$ cat src/rtl/rps_pkg.sv
// -----------------------------------------------------------------------------
// rps_pkg
// Shared definitions for the rock-paper-scissors player front end and the
// score block: choice codes, controller state encoding, default debounce
// length and the per-player choice priority encoder.
// -----------------------------------------------------------------------------
package rps_pkg;

  // Board builds override this with 1_000_000 (tens of ms at board clock).
  localparam int DB_CYCLES_DEF = 20;

  typedef enum logic [1:0] {
    CH_NONE     = 2'b00,
    CH_ROCK     = 2'b01,
    CH_SCISSORS = 2'b10,
    CH_PAPER    = 2'b11
  } choice_t;

  typedef enum logic [2:0] {
    ST_IDLE    = 3'd0,
    ST_COLLECT = 3'd1,
    ST_READY   = 3'd2,
    ST_FIRE    = 3'd3,
    ST_DONE    = 3'd4
  } state_t;

  // Press events of one player -> choice code. Bit order of ev is
  // [0] rock, [1] scissors, [2] paper; when several land in the same cycle
  // rock wins over scissors, scissors over paper.
  function automatic choice_t encode_choice(input logic [2:0] ev);
    choice_t c;
    c = CH_NONE;
    if (ev[0])      c = CH_ROCK;
    else if (ev[1]) c = CH_SCISSORS;
    else if (ev[2]) c = CH_PAPER;
    return c;
  endfunction

endpackage

$ cat src/rtl/btn_debounce.sv
// -----------------------------------------------------------------------------
// btn_debounce
// One debounce channel. The debounced level changes only after the raw input
// has been sampled different from it for DB_CYCLES consecutive edges; any
// sample equal to the level restarts the count. press is a one-cycle pulse on
// each rising edge of the debounced level (releases produce nothing).
//
// Ports:
//   clk    in   system clock, rising edge
//   rst    in   asynchronous active-high reset (level 0, count 0)
//   raw    in   raw button pin, active-high
//   level  out  debounced level
//   press  out  one-cycle pulse when level goes 0 -> 1
// -----------------------------------------------------------------------------
module btn_debounce #(
  parameter int DB_CYCLES = 20
) (
  input  logic clk,
  input  logic rst,
  input  logic raw,
  output logic level,
  output logic press
);

  localparam int CW = $clog2(DB_CYCLES + 1);
  // The count toggles the level on the edge where it would reach DB_CYCLES,
  // so the register itself only ever needs to hold up to DB_CYCLES-1.
  localparam logic [CW-1:0] CNT_LAST = CW'(DB_CYCLES - 1);

  logic [CW-1:0] cnt_q, cnt_d;
  logic          level_q, level_d;
  logic          prev_q;

  always_comb begin
    cnt_d   = '0;
    level_d = level_q;
    if (raw != level_q) begin
      if (cnt_q == CNT_LAST) level_d = ~level_q;
      else                   cnt_d   = cnt_q + 1'b1;
    end
  end

  always_ff @(posedge clk or posedge rst) begin
    if (rst) begin
      cnt_q   <= '0;
      level_q <= 1'b0;
      prev_q  <= 1'b0;
    end else begin
      cnt_q   <= cnt_d;
      level_q <= level_d;
      prev_q  <= level_q;
    end
  end

  assign level = level_q;
  assign press = level_q & ~prev_q;

endmodule

$ cat src/rtl/rps_key_ctrl.sv
// -----------------------------------------------------------------------------
// rps_key_ctrl
// Player-input front end for rock-paper-scissors. Debounces the six choice
// buttons and the start button, locks the first choice each player makes,
// and drives the key/start interface of the score block.
//
// Handshake with score: key is valid and held stable from the cycle the
// controller enters READY until the end of DONE; start is a single-cycle
// pulse in FIRE and score samples key while start is high. There is no
// back-pressure: score must accept the pulse in that cycle.
//
// Ports:
//   clk        in   system clock, rising edge
//   rst        in   asynchronous active-high reset, aborts any round
//   btn_a[2:0] in   player A raw buttons: [0] rock [1] scissors [2] paper
//   btn_b[2:0] in   player B raw buttons, same mapping
//   btn_start  in   raw start button
//   key[3:0]   out  {a_code, b_code}; unlocked player's field is 2'b00
//   start      out  one-cycle round start pulse
//   lock_a/b   out  player choice locked (LED drive)
//   dbg_state  out  controller state (rps_pkg::state_t encoding)
//   dbg_level  out  debounced levels {start, b[2:0], a[2:0]}
// -----------------------------------------------------------------------------
module rps_key_ctrl
  import rps_pkg::*;
#(
  parameter int DB_CYCLES = DB_CYCLES_DEF
) (
  input  logic       clk,
  input  logic       rst,
  input  logic [2:0] btn_a,
  input  logic [2:0] btn_b,
  input  logic       btn_start,
  output logic [3:0] key,
  output logic       start,
  output logic       lock_a,
  output logic       lock_b,
  output logic [2:0] dbg_state,
  output logic [6:0] dbg_level
);

  logic [2:0] a_ev, b_ev;
  logic       st_ev;

  for (genvar i = 0; i < 3; i++) begin : g_db
    btn_debounce #(.DB_CYCLES(DB_CYCLES)) u_db_a (
      .clk   (clk),
      .rst   (rst),
      .raw   (btn_a[i]),
      .level (dbg_level[i]),
      .press (a_ev[i])
    );
    btn_debounce #(.DB_CYCLES(DB_CYCLES)) u_db_b (
      .clk   (clk),
      .rst   (rst),
      .raw   (btn_b[i]),
      .level (dbg_level[3+i]),
      .press (b_ev[i])
    );
  end

  btn_debounce #(.DB_CYCLES(DB_CYCLES)) u_db_start (
    .clk   (clk),
    .rst   (rst),
    .raw   (btn_start),
    .level (dbg_level[6]),
    .press (st_ev)
  );

  state_t  state_q, state_d;
  choice_t a_code_q, a_code_d;
  choice_t b_code_q, b_code_d;
  logic    a_lock_q, a_lock_d;
  logic    b_lock_q, b_lock_d;

  // A player can only take a choice while still unlocked.
  logic a_take, b_take;
  assign a_take = ~a_lock_q & (|a_ev);
  assign b_take = ~b_lock_q & (|b_ev);

  always_comb begin
    state_d  = state_q;
    a_code_d = a_code_q;
    b_code_d = b_code_q;
    a_lock_d = a_lock_q;
    b_lock_d = b_lock_q;
    case (state_q)
      // IDLE and COLLECT share the lock logic; a start press here is
      // dropped, including one that lands with the pair-completing lock.
      ST_IDLE, ST_COLLECT: begin
        if (a_take) begin
          a_lock_d = 1'b1;
          a_code_d = encode_choice(a_ev);
        end
        if (b_take) begin
          b_lock_d = 1'b1;
          b_code_d = encode_choice(b_ev);
        end
        if (a_lock_d && b_lock_d)      state_d = ST_READY;
        else if (a_lock_d || b_lock_d) state_d = ST_COLLECT;
      end
      ST_READY: begin
        if (st_ev) state_d = ST_FIRE;
      end
      ST_FIRE: begin
        state_d = ST_DONE;
      end
      ST_DONE: begin
        state_d  = ST_IDLE;
        a_lock_d = 1'b0;
        b_lock_d = 1'b0;
        a_code_d = CH_NONE;
        b_code_d = CH_NONE;
      end
      default: begin
        state_d  = ST_IDLE;
        a_lock_d = 1'b0;
        b_lock_d = 1'b0;
        a_code_d = CH_NONE;
        b_code_d = CH_NONE;
      end
    endcase
  end

  always_ff @(posedge clk or posedge rst) begin
    if (rst) begin
      state_q  <= ST_IDLE;
      a_code_q <= CH_NONE;
      b_code_q <= CH_NONE;
      a_lock_q <= 1'b0;
      b_lock_q <= 1'b0;
    end else begin
      state_q  <= state_d;
      a_code_q <= a_code_d;
      b_code_q <= b_code_d;
      a_lock_q <= a_lock_d;
      b_lock_q <= b_lock_d;
    end
  end

  assign key       = {(a_lock_q ? a_code_q : CH_NONE), (b_lock_q ? b_code_q : CH_NONE)};
  assign start     = (state_q == ST_FIRE);
  assign lock_a    = a_lock_q;
  assign lock_b    = b_lock_q;
  assign dbg_state = state_q;

endmodule

$ cat config.mk
export PLATFORM = sky130hd
export DESIGN_NAME = rps_key_ctrl
export DESIGN_NICKNAME = d
export VERILOG_FILES = /design/src/rtl/rps_pkg.sv /design/src/rtl/btn_debounce.sv /design/src/rtl/rps_key_ctrl.sv
export SDC_FILE = /design/constraint.sdc
export NUM_CORES = 1
export LEC_CHECK = 0
export CORE_AREA = 2 2 76 78
export DETAILED_ROUTE_END_ITERATION = 10
export DIE_AREA = 0 0 78 80
export HOLD_SLACK_MARGIN = 0.15
export PLACE_DENSITY = 0.72
export SYNTH_ARGS = -nofsm -noshare
export SYNTH_HDL_FRONTEND = slang
export SYNTH_SLANG_ARGS = --single-unit
$ cat constraint.sdc
create_clock -name clk -period 2 [get_ports clk]
set_input_delay 0.2 -clock clk [delete_from_list [all_inputs] [get_ports clk]]
set_output_delay 0.2 -clock clk [all_outputs]
set_load 0.01 [all_outputs]
# --- After elaboration in Yosys (flattened, before gate mapping) ---
# Index checks and enable logic that the tools add are counted.
# Widths: inputs -> output; s select.
word_totals:
  ff_bits: 58
  input_bits: 9
  elab_cells: 133
classes:
  n_addsub: 7
  n_eq_ne: 21
  mux: 36
  n_bitwise: 26
  n_reduce_logical: 17
op_table:
  columns: ["cell", "n"]
  rows:
  - ["$mux 5", 14]
  - ["$add 5x1->5 const B", 7]
  - ["$eq 5x5->1 const B", 7]
  - ["$mux 2", 10]
  - ["$reduce_and 2->1", 10]
  - ["$not 1->1", 17]
  - ["$and 1x1->1", 9]
  - ["$mux 3", 3]
  - ["$pmux 3 s3", 1]
  - ["$pmux 2 s2", 2]
  - ["$ne 1x1->1", 7]
  - ["$eq 3x2->1 const B", 2]
  - ["$ne 2x2->1 const B", 3]
  - ["$reduce_or 3->1", 2]
  - ["$mux 1", 4]
  - ["$pmux 1 s2", 2]
  - ["$reduce_or 2->1", 2]
  - ["$eq 3x1->1 const B", 1]
  - ["$logic_not 3->1", 1]
  - ["$ne 3x3->1 const B", 1]
  - ["$logic_and 1x1->1", 1]
  - ["$logic_or 1x1->1", 1]

# --- Logic depth before layout (Yosys ltp) ---
# Gate-level depths: netlist (run 1).
depth:
  ltp_word: 10
  ltp_mapped: 5
  depth_no_buf: 5

# --- Hierarchy ---
# Synthesis (run 1) repeated with hierarchy kept, for this count alone.
hier_totals:
  hier_cells: 224
  area_unflattened_um2: 2598.7
modules_own_cells:
  columns: ["module", "instances", "cells_per_inst", "area_each_um2", "seq_area_each_um2"]
  rows:
  - ["btn_debounce", 7, 25, 304.0, 175.2]
  - ["rps_key_ctrl", 1, 49, 470.5, 225.2]

# --- Least setup slack after synthesis (run 1) ---
# No wires, ideal clock.
synth_path:
  kind: "reg-to-reg"
  start: "register g_db[2].u_db_b.cnt_q[0]"
  end: "register g_db[2].u_db_b.level_q"
  arrival_time_ns: 1.136
  t_required_ns: 1.872
  setup_slack_ns: 0.736
  stages_incl_launch_ff: 4
  n_path_buf: 0
  synth_period_minus_slack_ns: 1.264
  cell_sequence: "dfrtp_1 ha_1 nor4bb_1 mux2_1"
synth_via:
  elab_chain_cells: 2
synth_lines:
  columns: ["element", "line_no", "text"]
  rows:
  - ["start, declared", "btn_debounce.sv:30", "logic [CW-1:0] cnt_q, cnt_d;"]
  - ["start signal, assigned", "btn_debounce.sv:49", "cnt_q <= cnt_d;"]
  - ["$eq 5x5->1", "btn_debounce.sv:38", "if (cnt_q == CNT_LAST) level_d = ~level_q;"]
  - ["$reduce_and 2->1 (no source line)", null, null]
  - ["end signal, assigned", "btn_debounce.sv:50", "level_q <= level_d;"]
  - ["end, declared", "btn_debounce.sv:31", "logic level_q, level_d;"]
# No other way between the ends.
# A chain may end at the register's enable or synchronous reset.

# --- Worst setup path after layout (run 1) ---
layout_path:
  start: "register state_q[1] (netlist: dbg_state[1])"
  end: "output port start"
layout_via:
  elab_chain_cells: 1
layout_lines:
  columns: ["element", "line_no", "text"]
  rows:
  - ["start, declared", "rps_key_ctrl.sv:70", "state_t state_q, state_d;"]
  - ["start signal, assigned", "rps_key_ctrl.sv:133", "state_q <= state_d;"]
  - ["$eq 3x2->1", "rps_key_ctrl.sv:142", "assign start = (state_q == ST_FIRE);"]
  - ["end, declared", "rps_key_ctrl.sv:35", "output logic start,"]
# No other way between the ends.

==> key figures, run 1 <==
Status
  – Outcome: finished, final reports clean

CTS
  – Clock tree root driver cell: sky130_fd_sc_hd__clkbuf_8
  – Skew-Pair Late Insertion Delay: 320 ps
  – Number of sinks driven by the clock tree: 58
  – Worst-case clock buffer depth: 2
  – Number of cells upsized or downsized after cts: 0
  – # Post-CTS Setup Buffers: 0
  – Clock slew seen by the registers of the worst setup and hold paths: 60 ps
  – Number of clock buffers inserted by TritonCTS: 9
  – Depth of the CTS H-tree: 3
  – Post-CTS Hold Fix Bufs: 0
  – CTS tree: done

Logic synthesis
  – Proportion of register bits with asynchronous set or reset after synthesis: 100%
  – Post-synth design cell area: 2590 sq um
  – Share of the yosys chip area belonging to registers: 56.0%
  – Post-synthesis compound-gate area fraction: 3.96%
  – Post-synthesis xor/xnor area fraction: 8.10%
  – Flop and latch count out of synthesis: 58
  – Warnings, synthesis: 0
  – Count of flip-flops with a built-in enable after synthesis: 0
  – Prevailing post-synth register cell: sky130_fd_sc_hd__dfrtp_1
  – Post-Synth Simple-Gate Area: 21.0%
  – Number of different library cells in the post-synthesis netlist: 39
  – Share of synthesized area spent on multiplexers: 4.29%
  – Number of nets produced by synthesis: 248
  – Combinational family with the most area after synthesis: simple AND/OR/NAND/NOR gates
  – Post-synthesis adder-cell area fraction: 3.38%
  – Synthesized netlist cell count: 232
  – Average size of a mapped cell: 11.2 sq um

Power and ir drop
  – Total leakage power: 1.41 nW
  – P per Cell Area: 961 nW/um^2
  – Sw power: 813 uW
  – Switching portion of total power: 27.6%
  – Power share of the combinational group: 20.4%
  – Internal portion of total power: 2.13 mW
  – Proportion of power drawn by flip-flops and latches: 49.3%
  – Clock Power Share: 30.3%
  – Worst voltage drop across the vdd grid: 0.000440 V

STA
  – Final setup skew: 3.45 ps
  – Post-route minimum period: 1860 ps
  – Final number of max-transition violations: 0
  – Setup violations, final: 0
  – Transition time at the pin with the least slew margin: 411 ps
  – Relative slew slack: 72.4%
  – Setup TNS Final: 0 ps
  – Setup repair after global routing missed its margin: no
  – Peak Freq: 0.538 GHz
  – Portion of the clock cycle consumed by the worst path in the final layout: 93.0%
  – Hold violation total from the final report: 0
  – Crit path setup slack, layout: 141 ps

GRT
  – Aggregate global-route resource usage: 15.2%
  – Wire length of the first global-routing pass: 7160 um
  – Largest net degree at the start of global routing: 26
  – Total overflow reported by the global router: 0
  – Number of antenna violations at the first check in global routing: 0
  – Via count of the first global-routing pass: 1609

Placement
  – Worst Setup Slack post-DPL: 477 ps
  – Detailed placement HPWL: 2890 um
  – Placer's final routability congestion estimate: 0.739
  – Number of buffers added on ports: 25

Drt
  – Number of nets still failing antenna checks after routing: 0
  – Drt wl/cell: 12.0 um
  – Total vias in the final route: 1658
  – Final Routed Wirelength: 4030 um
  – Drt via density: 4.93
  – First-pass detailed-route iteration total: 4
  – Number of DRC markers after the initial detailed-route iteration: 47
  – Remaining DRCs: 0

Critical path
  – Data arrival time of the critical path: 1660 ps
  – Number of cells traversed by the worst register-to-register path: 3
  – Worst reg-to-reg setup slack: 610 ps
  – Data required time of the worst path: 1800 ps
  – Origin of the worst setup path: dbg_state[1]
  – Type of element capturing the critical path: output port
  – Critical Setup Path Class: reg -> out
  – Critical Path Start Type: register
  – Reg2reg start: g_db[2].u_db_a.cnt_q[0]
  – Worst Path Max Fanout: 8

Floorplan
  – Num ports: 26
  – Die width: 78 um
  – Std cell rows: 27
  – Core Box Area: 5410 sq um
  – Initial core utilization: 48.0%
  – Die height: 80 um
  – Area of the die: 6240 sq um

Cells and area
  – Layout cells sized above 1: 9.09%
  – Post-layout net count: 278
  – Antenna Diode Count: 0
  – Signed area change from the synthesized netlist to the final layout: 18.1%

Hold path
  – Path class of the lowest-slack min-delay path: in -> async

Run
  – Maxcap violations: 0
[cells in the final DEF (no fill, tap or decap), types with 2 or more instances in the layout]
cell	instances
sky130_fd_sc_hd__a21oi_1	6
sky130_fd_sc_hd__a22oi_1	2
sky130_fd_sc_hd__nor2_1	34
sky130_fd_sc_hd__and2_1	6
sky130_fd_sc_hd__nand2b_2	2
sky130_fd_sc_hd__nand2b_1	11
sky130_fd_sc_hd__clkdlybuf4s50_1	25
sky130_fd_sc_hd__nand3_1	13
sky130_fd_sc_hd__o21ai_0	4
sky130_fd_sc_hd__nor2b_1	2
sky130_fd_sc_hd__nor3_1	7
sky130_fd_sc_hd__or3_1	2
sky130_fd_sc_hd__inv_1	6
sky130_fd_sc_hd__inv_2	2
sky130_fd_sc_hd__ha_1	7
sky130_fd_sc_hd__mux2_2	2
sky130_fd_sc_hd__nand2_1	9
sky130_fd_sc_hd__mux2_1	7
sky130_fd_sc_hd__xor2_1	15
sky130_fd_sc_hd__xnor2_1	9
sky130_fd_sc_hd__nor3b_1	4
sky130_fd_sc_hd__clkbuf_1	2
sky130_fd_sc_hd__clkbuf_8	11
sky130_fd_sc_hd__dfrtp_1	58
[worst paths after layout]
| path | endpoint |
|---|---|
| max | start |
| min | g_db[1].u_db_b.prev_q |
| max reg2reg | g_db[2].u_db_a.level |
| min reg2reg | g_db[1].u_db_a.cnt_q[0] |
| max in group asynchronous | u_db_start.cnt_q[2] |
| min in group clk | g_db[1].u_db_a.cnt_q[0] |
[cell usage after synthesis, types with 2 or more instances]
master	n	area (sq um)
sky130_fd_sc_hd__a21oi_1	6	30.0
sky130_fd_sc_hd__a22oi_1	2	15.0
sky130_fd_sc_hd__and2_1	6	37.5
sky130_fd_sc_hd__buf_4	7	52.6
sky130_fd_sc_hd__dfrtp_1	58	1450
sky130_fd_sc_hd__ha_1	7	87.6
sky130_fd_sc_hd__inv_1	7	26.3
sky130_fd_sc_hd__mux2_1	7	78.8
sky130_fd_sc_hd__mux2_2	2	22.5
sky130_fd_sc_hd__nand2_1	9	33.8
sky130_fd_sc_hd__nand2b_1	11	68.8
sky130_fd_sc_hd__nand2b_2	2	17.5
sky130_fd_sc_hd__nand3_1	13	65.1
sky130_fd_sc_hd__nor2_1	34	128
sky130_fd_sc_hd__nor2b_1	2	12.5
sky130_fd_sc_hd__nor3_1	7	35.0
sky130_fd_sc_hd__nor3b_1	4	30.0
sky130_fd_sc_hd__o21ai_0	4	20.0
sky130_fd_sc_hd__or3_1	2	12.5
sky130_fd_sc_hd__xnor2_1	9	78.8
sky130_fd_sc_hd__xor2_1	15	131
[layer usage]
metal / up-vias / GRT usage [%] / part of all wire [%]
li1: 833 / - / -
met1: 790 / 19.0 / 48
met2: 25 / 23.0 / 45
met3: 10 / 4.86 / 4.2
met4: 0 / 8.95 / 2.6
met5: - / 0 / 0
[power by group through the flow]
stage	clock network, mW	registers [mW]	logic, mW
CTS	0.935	1.45	0.611
floorplan	0	1.45	0.358
global route	0.980	1.48	0.673
detailed placement	0	1.47	0.602
finish	0.892	1.45	0.601
global placement	0	1.47	0.601
[flip-flops by register name, summed over array words and instances (netlist names)]
name	cells
b_code_q	2
dbg_state	3
lock_b	1
g_db.u_db_b.cnt_q	15
u_db_start.prev_q	1
lock_a	1
g_db.u_db_a.level	3
g_db.u_db_b.prev_q	3
u_db_start.cnt_q	5
u_db_start.level	1
a_code_q	2
g_db.u_db_a.cnt_q	15
g_db.u_db_a.prev_q	3
g_db.u_db_b.level	3
[per-stage QoR]
step	power, mW	utilization [%]	area, sq um	cells	hold slack (ps)
finish	2.95	56.7	3060	336	190
global route	3.13	56.7	3060	336	216
CTS	3.00	56.7	3060	336	190
detailed placement	2.07	53.8	2910	323	452
global placement	2.07	53.8	2910	323	442
floorplan	1.81	-	2590	232	335
[critical path, stage by stage, from the launching register on]
cell	delay [ps]
sky130_fd_sc_hd__dfrtp_1	480
sky130_fd_sc_hd__inv_2	100
sky130_fd_sc_hd__nor3b_1	190
sky130_fd_sc_hd__clkdlybuf4s50_1	560
[logic make-up after synthesis]
kind of cell               Yosys count
AOI/OAI and AO/OA                   17
DFF                                 58
buffers and inverters               16
muxes                               10
xor gates and xnor gates            24
and+or+nand+nor                    100
adders and majority gates            7
[final cells by class]
class	instances	area, sq um
tap	72	90.1
inverter	8	30.0
timing repair buffer	27	278
sequential	58	1450
clock buffer	13	159
fill	481	2340
multi-input combinational	158	1060
Note: power is estimated with default switching activity, not from simulation.
==> run 2, diff against run 1 <==
clock period = 1.8 ns   (was 2 ns; I/O delays follow)
==> run 2 against run 1 <==
  * Non-clock buffer count is 2 higher
  * Global-route usage increased by 0.46 points
  * Clock skew increased by 2.3 ps
  * Clock power is 12% higher
  * Sequential share of layout area down 0.25 points
  * Critical endpoint is now key[0]
  * Largest cell class unchanged
==> key figures, run 2 (synthesized netlist as in run 1, its figures left out) <==
STA
  – Relative slew slack: 73.7% (+1.3 points)
  – Portion of the clock cycle consumed by the worst path in the final layout: 94.2%
  – Crit path setup slack, layout: 104 ps (-37.5 ps)
  – Final number of max-transition violations: 0 (unchanged)
  – Post-route minimum period: 1700 ps
  – Minimum hold slack: 229 ps (+39.0 ps)
  – Transition time at the pin with the least slew margin: 392 ps (-18.9 ps)
  – Final setup skew: 5.73 ps (+2.28 ps)
  – Setup violations, final: 0 (unchanged)
  – Hold violation total from the final report: 0 (unchanged)
  – Peak Freq: 0.589 GHz
  – Setup TNS Final: 0 ps (unchanged)
  – Setup repair after global routing missed its margin: no

Power and ir drop
  – P per Cell Area: 1070 nW/um^2 (+12%)
  – Total leakage power: 1.44 nW (+1.9%)
  – Worst voltage drop across the vdd grid: 0.000610 V (+39%)

Drt
  – Remaining DRCs: 0 (unchanged)
  – First-pass detailed-route iteration total: 5 (+1)
  – Total vias in the final route: 1689 (+1.9%)
  – Drt wl/cell: 12.2 um (+2.1%)
  – Final Routed Wirelength: 4130 um (+2.7%)
  – Drt via density: 5.00 (+1.3%)
  – Number of nets still failing antenna checks after routing: 0 (unchanged)
  – Number of DRC markers after the initial detailed-route iteration: 72 (+53%)

Critical path
  – Cells along the critical path: and2_1 > clkdlybuf4s50_1
  – Worst Path Max Fanout: 8 (unchanged)
  – Data required time of the worst path: 1620 ps (-180 ps)
  – Critical Path Start Type: register
  – Data arrival time of the critical path: 1520 ps (-140 ps)
  – Critical-path cell with the highest stage delay: sky130_fd_sc_hd__clkdlybuf4s50_1
  – Origin of the worst setup path: lock_b
  – Crit path largest cell delay: 540 ps (-20 ps)
  – Reg2reg start: g_db[2].u_db_b.cnt_q[0]
  – Type of element capturing the critical path: output port
  – Critical Setup Path Class: reg -> out

Run
  – Maxcap violations: 0 (unchanged)

Floorplan
  – Std cell rows: 27 (unchanged)
  – Num ports: 26 (unchanged)
  – Area of the die: 6240 sq um (unchanged)
  – Die height: 80 um (unchanged)
  – Core Box Area: 5410 sq um (unchanged)
  – Die width: 78 um (unchanged)
  – Initial core utilization: 48.0% (unchanged)

Placement
  – Worst Setup Slack post-DPL: 303 ps (-173 ps)
  – Number of buffers added on ports: 25 (unchanged)
  – Placed cells: 323 (unchanged)
  – Placer's final routability congestion estimate: 0.726 (-1.8%)
  – Detailed placement HPWL: 2770 um (-4.1%)

Cells and area
  – Registers with the most flip-flops: g_db.u_db_a.cnt_q (15), g_db.u_db_b.cnt_q (15), u_db_start.cnt_q (5)
  – Signed area change from the synthesized netlist to the final layout: 18.9%
  – Utilization after layout: 57.0% (+0.35 points)
  – Commonest cells after routing, fill and taps aside: sky130_fd_sc_hd__dfrtp_1, sky130_fd_sc_hd__nor2_1, sky130_fd_sc_hd__clkdlybuf4s50_1, sky130_fd_sc_hd__xor2_1, sky130_fd_sc_hd__nand3_1
  – Non-Filler Instances: 338 (+0.60%)
  – Layout cells sized above 1: 10.2% (+1.1 points)
  – Post-layout net count: 280 (+0.72%)
  – Antenna Diode Count: 0 (unchanged)
  – Most common cell after layout, fill and taps aside: sky130_fd_sc_hd__dfrtp_1

CTS
  – Worst-case clock buffer depth: 2 (unchanged)
  – Number of clock buffers inserted by TritonCTS: 9 (unchanged)
  – Depth of the CTS H-tree: 3 (unchanged)
  – Number of sinks driven by the clock tree: 58 (unchanged)
  – Clock slew seen by the registers of the worst setup and hold paths: 60 ps (about the same)
  – Skew-Pair Late Insertion Delay: 320 ps (about the same)
  – CTS tree: done
  – Clock tree root driver cell: sky130_fd_sc_hd__clkbuf_8

GRT
  – Wire length of the first global-routing pass: 7420 um (+3.8%)
  – Largest net degree at the start of global routing: 59 (+130%)
  – Number of antenna violations at the first check in global routing: 0 (unchanged)
  – Total overflow reported by the global router: 0 (unchanged)
  – Via count of the first global-routing pass: 1640 (+1.9%)
  – Aggregate global-route resource usage: 15.6% (+0.46 points)

Hold path
  – Path class of the lowest-slack min-delay path: in -> async

Status
  – Outcome: finished, final reports clean
-- run 2: cell types whose count changed in the layout (fill, tap and decap cells not counted), sizes merged --
cell,before,now
buf,2,4
clkdlybuf4s50,25,24
dlymetal6s2s,0,1
-- run 2: where the power goes --
group	internal [mW]	switching [mW]
clock network	0.553	0.443
registers	1.45	0.142
logic	0.394	0.324
total	2.40	0.909
-- run 2: worst paths after layout --
check                                               end  slack, ps  cells after the start
worst max-delay path                             key[0]        100                      2
worst min-delay path            g_db[1].u_db_b.cnt_q[3]        230                      3
worst max register to register     g_db[2].u_db_b.level        430                      3
worst min register to register  g_db[1].u_db_a.cnt_q[0]        460                      1
max in group asynchronous                  dbg_state[1]       1320                      3
min in group clk                g_db[1].u_db_a.cnt_q[0]        460                      1
-- run 2: cell type report --
type                       count  area [sq um]
fill                         453          2320
sequential                    58          1450
tap                           72          90.1
timing repair buffer          29           295
inverter                       8          30.0
multi-input combinational    158          1060
clock buffer                  13           159
-- run 2: metal layers --
layer  wire length, um  part of all wire [%]  vias up  GRT usage, %
met5                 0                     0        -             0
met4                72                   1.7        0          7.89
met3               175                   4.2        7          5.20
met2              1860                    45       26          23.7
met1              2020                    49      821          20.0
li1                  -                     -      835             -
-- run 2: timing repair --
item	CTS	global route
resized for setup	1	1
hold buffers	0	0
setup endpoints to repair	1	1
buffers inserted	0	2
-- run 2: critical path: cells and delay by family (launching register included) --
family	cells	cell delay [ps]
simple gates	1	190
buf+inv	1	540
flops	1	460
-- run 2: through the flow --
stage / instance area [sq um] / power, mW
6_report: 3080 / 3.31
5_1_grt: 3080 / 3.52
4_1_cts: 3070 / 3.32
3_5_place_dp: 2910 / 2.30
3_3_place_gp: 2910 / 2.30
2_1_floorplan: 2590 / 2.01
